**src/rtl/lcd_init_controller_pkg.sv**
```systemverilog
`default_nettype none
// ============================================================================
// Module      : lcd_init_controller_pkg
// Description : State encodings, init/config tables and the long-command
//               predicate shared by the LCD init controller.
// Revision    : 1.0 - initial release
// ============================================================================
package lcd_init_controller_pkg;

    localparam int c_cnt_w = 20;

    typedef logic [c_cnt_w-1:0] cnt_t;
    typedef logic [3:0]         state_t;

    localparam state_t c_st_pwr_wait  = 4'd0;
    localparam state_t c_st_nib       = 4'd1;
    localparam state_t c_st_nib_wait  = 4'd2;
    localparam state_t c_st_cfg_issue = 4'd3;
    localparam state_t c_st_cfg_wait  = 4'd4;
    localparam state_t c_st_idle      = 4'd5;
    localparam state_t c_st_issue     = 4'd6;
    localparam state_t c_st_busy      = 4'd7;

    // Power-on wake-up nibbles: 3, 3, 3 then 2 to switch into 4-bit mode.
    function automatic logic [3:0] init_nibble(input logic [1:0] idx);
        logic [3:0] nib;
        nib = 4'h3;
        if (idx == 2'd3) begin
            nib = 4'h2;
        end
        return nib;
    endfunction

    // Function set, entry mode, display on, clear display.
    function automatic logic [7:0] cfg_byte(input logic [1:0] idx);
        logic [7:0] val;
        case (idx)
            2'd0:    val = 8'h28;
            2'd1:    val = 8'h06;
            2'd2:    val = 8'h0C;
            default: val = 8'h01;
        endcase
        return val;
    endfunction

    // Clear display and return home need the long execution time.
    function automatic logic is_long_cmd(input logic rs, input logic [7:0] data);
        return (!rs) && (data[7:2] == 6'd0);
    endfunction

endpackage
`default_nettype wire

```
**src/rtl/lcd_init_controller.sv**
```systemverilog
`default_nettype none
// ============================================================================
// Module      : lcd_init_controller
// Description : Power-on init sequencer for the Spartan-3E character LCD;
//               afterwards forwards host commands/characters to command_sender.
// Revision    : 1.0 - initial release
// ============================================================================
module lcd_init_controller
    import lcd_init_controller_pkg::*;
#(
    parameter int T_POWERON = 750000,
    parameter int T_INIT1   = 205000,
    parameter int T_INIT2   = 5000,
    parameter int T_INIT3   = 2000,
    parameter int NIB_PULSE = 12,
    parameter int T_CMD     = 3110,
    parameter int T_CLEAR   = 82000
) (
    input  logic       clk,
    input  logic       rst,
    input  logic       req_valid,
    input  logic       req_rs,
    input  logic [7:0] req_data,
    output logic       req_ready,
    output logic       init_done,
    output logic       cs_start,
    output logic       cs_rs,
    output logic       cs_rw,
    output logic [7:0] cs_data,
    input  logic       cs_lcd_rs,
    input  logic [3:0] cs_sf_d,
    input  logic       cs_lcd_rw,
    input  logic       cs_lcd_e,
    output logic       lcd_rs,
    output logic [3:0] sf_d,
    output logic       lcd_rw,
    output logic       lcd_e
);

    // Each limit is the counter value sampled on the exit edge. Config waits
    // include the one-cycle issue state; busy waits also include the IDLE
    // cycle, so start-to-start spacing equals T_CMD / T_CLEAR exactly.
    localparam cnt_t c_pwr_lim      = cnt_t'(T_POWERON - 1);
    localparam cnt_t c_e_on         = cnt_t'(1);
    localparam cnt_t c_e_off        = cnt_t'(NIB_PULSE + 1);
    localparam cnt_t c_init1_lim    = cnt_t'(T_INIT1 - 1);
    localparam cnt_t c_init2_lim    = cnt_t'(T_INIT2 - 1);
    localparam cnt_t c_init3_lim    = cnt_t'(T_INIT3 - 1);
    localparam cnt_t c_cfg_cmd_lim  = cnt_t'(T_CMD - 2);
    localparam cnt_t c_cfg_clr_lim  = cnt_t'(T_CLEAR - 2);
    localparam cnt_t c_busy_cmd_lim = cnt_t'(T_CMD - 3);
    localparam cnt_t c_busy_clr_lim = cnt_t'(T_CLEAR - 3);

    state_t     r_state;
    cnt_t       r_cnt;
    logic [1:0] r_idx;
    logic       r_mux_cs;
    logic [3:0] r_ctl_sf_d;
    logic       r_ctl_e;
    logic       r_req_ready;
    logic       r_init_done;
    logic       r_cs_start;
    logic       r_cs_rs;
    logic [7:0] r_cs_data;

    cnt_t       w_nib_wait_lim;
    cnt_t       w_cfg_lim;
    cnt_t       w_busy_lim;
    logic       w_long;

    assign w_long     = is_long_cmd(r_cs_rs, r_cs_data);
    assign w_cfg_lim  = w_long ? c_cfg_clr_lim  : c_cfg_cmd_lim;
    assign w_busy_lim = w_long ? c_busy_clr_lim : c_busy_cmd_lim;

    always_comb begin
        w_nib_wait_lim = c_init3_lim;
        case (r_idx)
            2'd0:    w_nib_wait_lim = c_init1_lim;
            2'd1:    w_nib_wait_lim = c_init2_lim;
            default: w_nib_wait_lim = c_init3_lim;
        endcase
    end

    always_ff @(posedge clk) begin
        if (rst) begin
            r_state     <= c_st_pwr_wait;
            r_cnt       <= '0;
            r_idx       <= 2'd0;
            r_mux_cs    <= 1'b0;
            r_ctl_sf_d  <= 4'h0;
            r_ctl_e     <= 1'b0;
            r_req_ready <= 1'b0;
            r_init_done <= 1'b0;
            r_cs_start  <= 1'b0;
            r_cs_rs     <= 1'b0;
            r_cs_data   <= 8'h00;
        end else begin
            r_cs_start <= 1'b0;
            r_cnt      <= r_cnt + cnt_t'(1);

            case (r_state)
                c_st_pwr_wait: begin
                    if (r_cnt == c_pwr_lim) begin
                        r_state    <= c_st_nib;
                        r_cnt      <= '0;
                        r_idx      <= 2'd0;
                        r_ctl_sf_d <= init_nibble(2'd0);
                    end
                end

                c_st_nib: begin
                    if (r_cnt == c_e_on) begin
                        r_ctl_e <= 1'b1;
                    end
                    if (r_cnt == c_e_off) begin
                        r_ctl_e    <= 1'b0;
                        r_ctl_sf_d <= 4'h0;
                        r_state    <= c_st_nib_wait;
                        r_cnt      <= '0;
                    end
                end

                c_st_nib_wait: begin
                    if (r_cnt == w_nib_wait_lim) begin
                        r_cnt <= '0;
                        if (r_idx == 2'd3) begin
                            // Hand the pins to command_sender from the first config start on.
                            r_state    <= c_st_cfg_issue;
                            r_idx      <= 2'd0;
                            r_mux_cs   <= 1'b1;
                            r_cs_start <= 1'b1;
                            r_cs_rs    <= 1'b0;
                            r_cs_data  <= cfg_byte(2'd0);
                        end else begin
                            r_state    <= c_st_nib;
                            r_idx      <= r_idx + 2'd1;
                            r_ctl_sf_d <= init_nibble(r_idx + 2'd1);
                        end
                    end
                end

                c_st_cfg_issue: begin
                    r_state <= c_st_cfg_wait;
                    r_cnt   <= '0;
                end

                c_st_cfg_wait: begin
                    if (r_cnt == w_cfg_lim) begin
                        r_cnt <= '0;
                        if (r_idx == 2'd3) begin
                            r_state     <= c_st_idle;
                            r_init_done <= 1'b1;
                            r_req_ready <= 1'b1;
                        end else begin
                            r_state    <= c_st_cfg_issue;
                            r_idx      <= r_idx + 2'd1;
                            r_cs_start <= 1'b1;
                            r_cs_rs    <= 1'b0;
                            r_cs_data  <= cfg_byte(r_idx + 2'd1);
                        end
                    end
                end

                c_st_idle: begin
                    if (req_valid) begin
                        r_state     <= c_st_issue;
                        r_cnt       <= '0;
                        r_req_ready <= 1'b0;
                        r_cs_start  <= 1'b1;
                        r_cs_rs     <= req_rs;
                        r_cs_data   <= req_data;
                    end
                end

                c_st_issue: begin
                    r_state <= c_st_busy;
                    r_cnt   <= '0;
                end

                c_st_busy: begin
                    if (r_cnt == w_busy_lim) begin
                        r_state     <= c_st_idle;
                        r_cnt       <= '0;
                        r_req_ready <= 1'b1;
                    end
                end

                default: begin
                    r_state <= c_st_pwr_wait;
                    r_cnt   <= '0;
                end
            endcase
        end
    end

    assign req_ready = r_req_ready;
    assign init_done = r_init_done;
    assign cs_start  = r_cs_start;
    assign cs_rs     = r_cs_rs;
    assign cs_rw     = 1'b0;
    assign cs_data   = r_cs_data;

    assign lcd_rs = r_mux_cs ? cs_lcd_rs : 1'b0;
    assign sf_d   = r_mux_cs ? cs_sf_d   : r_ctl_sf_d;
    assign lcd_rw = r_mux_cs ? cs_lcd_rw : 1'b0;
    assign lcd_e  = r_mux_cs ? cs_lcd_e  : r_ctl_e;

endmodule
`default_nettype wire

```
**config.mk**
```make
export PLATFORM = sky130hd
export DESIGN_NAME = lcd_init_controller
export DESIGN_NICKNAME = d
export VERILOG_FILES = /design/src/rtl/lcd_init_controller_pkg.sv /design/src/rtl/lcd_init_controller.sv
export SDC_FILE = /design/constraint.sdc
export NUM_CORES = 1
export LEC_CHECK = 0
export CAP_MARGIN = 20
export CORE_MARGIN = 2
export CORE_UTILIZATION = 59
export DETAILED_ROUTE_END_ITERATION = 6
export PLACE_DENSITY_LB_ADDON = 0.25
export SLEW_MARGIN = 20
export SYNTH_ARGS = -nofsm -noshare
export SYNTH_HDL_FRONTEND = slang
export SYNTH_SLANG_ARGS = --single-unit
export TNS_END_PERCENT = 50
```
**constraint.sdc**
```tcl
create_clock -name clk -period 5.88 [get_ports clk]
set_input_delay 0.882 -clock clk [delete_from_list [all_inputs] [get_ports clk]]
set_output_delay 0.882 -clock clk [all_outputs]
set_load 0.03 [all_outputs]
```
==> results.py <==
metrics = {
    "setup_path": {
        "arrival_ps": 3430,
        "startpoint_type": "flip-flop",
        "critPathKind": "reg2reg",
        "required_ps": 6030,
        "end_kind": "flip-flop",
        "crit_fanout": 20,
        "max_stage_delay_ps": 950,
        "crit_path_cell_trace": "inv_1 > ha_1 > nor4bb_1 > a31oi_1 > nor4b_4 > a21oi_2 > a21oi_1 > a31o_1 > nor2_2",
        "crit_path_top_delay_cell": "a31o_1",
    },
    "cells_and_area": {
        "fillers": 340,
        "areaGrowthSynthToFinish_pct": 16.0,
        "drive_gt1_share_pct": 13.8,
        "diodes": 0,
        "final_nets": 361,
    },
    "timing": {
        "layout_min_cycle_time_ps": 3280,
        "skew_ps": 3.64,
        "setup_tns_ps": 0,
        "fin_crit_sh_pct": 55.8,
        "hold_viol": 0,
        "rsz0062_at_grt": "false",
        "setup_viol": 0,
        "slew_violations": 0,
        "relSlewSlack_pct": 24.5,
        "fmax_mhz": 305,
        "worstMarginPinSlew_ps": 1130,
    },
    "yosys": {
        "syn_inst": 310,
        "ys_seq_area_share_pct": 31.5,
        "netlist_top_cells_count": "41 x dfxtp_1, 29 x nor2_1, 27 x nand2_1",
        "syn_nets": 338,
        "synth.most_common_cell": "dfxtp_1",
        "async_flop_share_pct": 0,
        "ys_ff_latch": 41,
        "ys_warn_count": 0,
        "synth.top_cell.area_share_pct": 31.5,
        "syn_area_per_cell_um2": 8.41,
        "synth_edf_count": 0,
        "ys_types": 59,
        "ys.flop_type": "dfxtp_1",
        "synth_largest_area_cell": "dfxtp_1",
        "yosys-top-cells-area": "dfxtp_1 31%, nor2_2 4.8%, ha_1 4.3%",
        "synth_area_um2": 2610,
    },
    "floorplanning": {
        "die-area_um2": 4970,
        "die_w_um": 70.5,
        "rows": 24,
        "core-area_um2": 4290,
        "initial_core_util_pct": 60.7,
        "top_level_ports": 39,
        "die_h_um": 70.5,
    },
    "cts": {
        "cts.repair.resized": 0,
        "ctsHoldBuffers": 0,
        "cts_root_buffer": "clkbuf_8",
        "cts_buffer_depth": 2,
        "htree_num_levels": 2,
        "cts_post_setup_buffers_inserted": 0,
        "numCtsBuffers": 5,
        "worstSkewPairLatency_ps": 290,
        "path_clk_slew_ps": 70,
        "cts.sinks": 41,
        "cts_tree": "yes",
    },
    "pwr": {
        "p_sw_share_pct": 25.7,
        "cellPowerDensity_nw_per_um2": 184,
        "comb_power_share_pct": 13.4,
        "p_leak_nw": 1.07,
        "p_sw_mw": 0.143,
        "pwr-share-clk_pct": 33.1,
        "peakVddDrop_v": 0.000141,
        "p_int_mw": 0.414,
        "pwr-share-seq_pct": 53.5,
        "total_power_mw": 0.557,
    },
    "route": {
        "drc_errors": 0,
        "drt_iter0_drc": 111,
        "wire_per_inst_um": 14.7,
        "vias": 2232,
        "routed_wl_um": 5670,
        "via_per_inst": 5.80,
        "ant_nets": 0,
        "first_pass_iters": 4,
    },
    "run_status": {
        "status": "finished, final reports clean",
    },
    "flow_run": {
        "cap_violations": 0,
    },
    "global_route": {
        "globalRoute.totalOverflow": 0,
        "antenna_found_initial": 0,
        "grt_max_degree": 25,
        "grt_pass1_wl_um": 9630,
        "grt_pass1_vias": 2062,
        "grt_usage_pct": 24.3,
    },
    "placed_design": {
        "hpwl_um": 4260,
        "io_buffers": 37,
        "place_congestion": 0.896,
    },
    "hold_path": {
        "hp-class": "reg2reg",
    },
}
[layout by cell type (no fill, tap or decap), types with 2 or more instances in the layout]
master / instances
a2111oi_0: 2
a211oi_1: 4
a21oi_1: 10
a22oi_1: 3
a31oi_1: 2
and2_1: 6
and3_1: 4
clkbuf_8: 6
clkdlybuf4s50_1: 37
dfxtp_1: 41
ha_1: 9
inv_1: 6
mux2_2: 3
mux2i_1: 7
nand2_1: 27
nand2b_1: 9
nand3_1: 9
nand4_1: 3
nand4b_1: 3
nand4bb_1: 2
nor2_1: 29
nor2_2: 20
nor2b_1: 4
nor3_1: 13
nor3b_2: 5
nor4_1: 9
o21ai_0: 4
o21ai_1: 4
or3_1: 3
xnor2_1: 10
xor2_1: 12
[stage by stage]
stage / hold slack, ps / setup WS, ps / cell area [um^2] / utilization (%) / cells
6_report: 475 / 2600 / 3020 / 70.4 / 385
3_3_place_gp: 457 / 2780 / 2940 / 68.4 / 378
5_1_grt: 505 / 2320 / 3020 / 70.4 / 385
4_1_cts: 477 / 2570 / 3020 / 70.4 / 385
3_5_place_dp: 465 / 2590 / 2940 / 68.4 / 378
2_1_floorplan: 447 / 3480 / 2610 / - / 310
[flip-flops by register name (all words and copies together), names as in the netlist]
| register | count |
|---|---|
| r_cnt | 20 |
| cs_data | 8 |
| r_state | 3 |
| r_ctl_sf_d | 2 |
| r_idx | 2 |
| cs_rs | 1 |
| cs_start | 1 |
| init_done | 1 |
| r_ctl_e | 1 |
| r_mux_cs | 1 |
| req_ready | 1 |
[cells by family (layout without fill, tap and decap cells)]
group                      after synthesis  in the layout  synth area share (%)
and+or+nand+nor                        155            155                  34.3
xor gates and xnor gates                22             22                  7.39
buffers and inverters                   28             51                  5.18
other                                    1              1                 0.144
DFF                                     41             41                  31.5
AOI/OAI and AO/OA                       43             43                  12.8
adders and majority gates                9              9                  4.32
muxes                                   11             11                  4.42
[final timing paths]
check,cells after the start,start,end,slack [ps]
setup / recovery,9,r_idx[0],r_cnt[15],2600
hold / removal,2,r_ctl_e,r_ctl_e,470
setup reg to reg,9,r_idx[0],r_cnt[15],2600
hold reg to reg,2,r_ctl_e,r_ctl_e,470
[power groups by stage]
stage | registers (mW) | logic [mW] | clock network (mW)
floorplan | 0.296 | 0.0590 | 0
global placement | 0.304 | 0.0735 | 0
detailed placement | 0.304 | 0.0743 | 0
CTS | 0.298 | 0.0748 | 0.187
global route | 0.300 | 0.0811 | 0.198
finish | 0.298 | 0.0747 | 0.185
[cell type report]
class	instances	area, um^2	area share [%]
inverters	6	22.5	0.745
flip-flops and latches	41	821	27.2
multi-input cells	241	1650	54.6
well taps	52	65.1	2.15
clock buffers	7	86.3	2.86
repair buffers	38	378	12.5
[layer usage]
metal / global-route usage [%] / wire length (um) / vias up
li1: - / - / 1115
met2: 38.9 / 2700 / 53
met3: 5.19 / 253 / 11
met4: 8.97 / 112 / 0
met5: 0 / 0 / -
met1: 32.0 / 2600 / 1053
[worst max-delay path, delay by kind of cell (launching register included)]
family | cells | cell delay (ps)
compound gates | 4 | 1520
fa+ha+maj | 1 | 260
buf+inv | 1 | 160
flops | 1 | 480
simple gates | 3 | 710
Note: power is estimated with default switching activity, not from simulation.
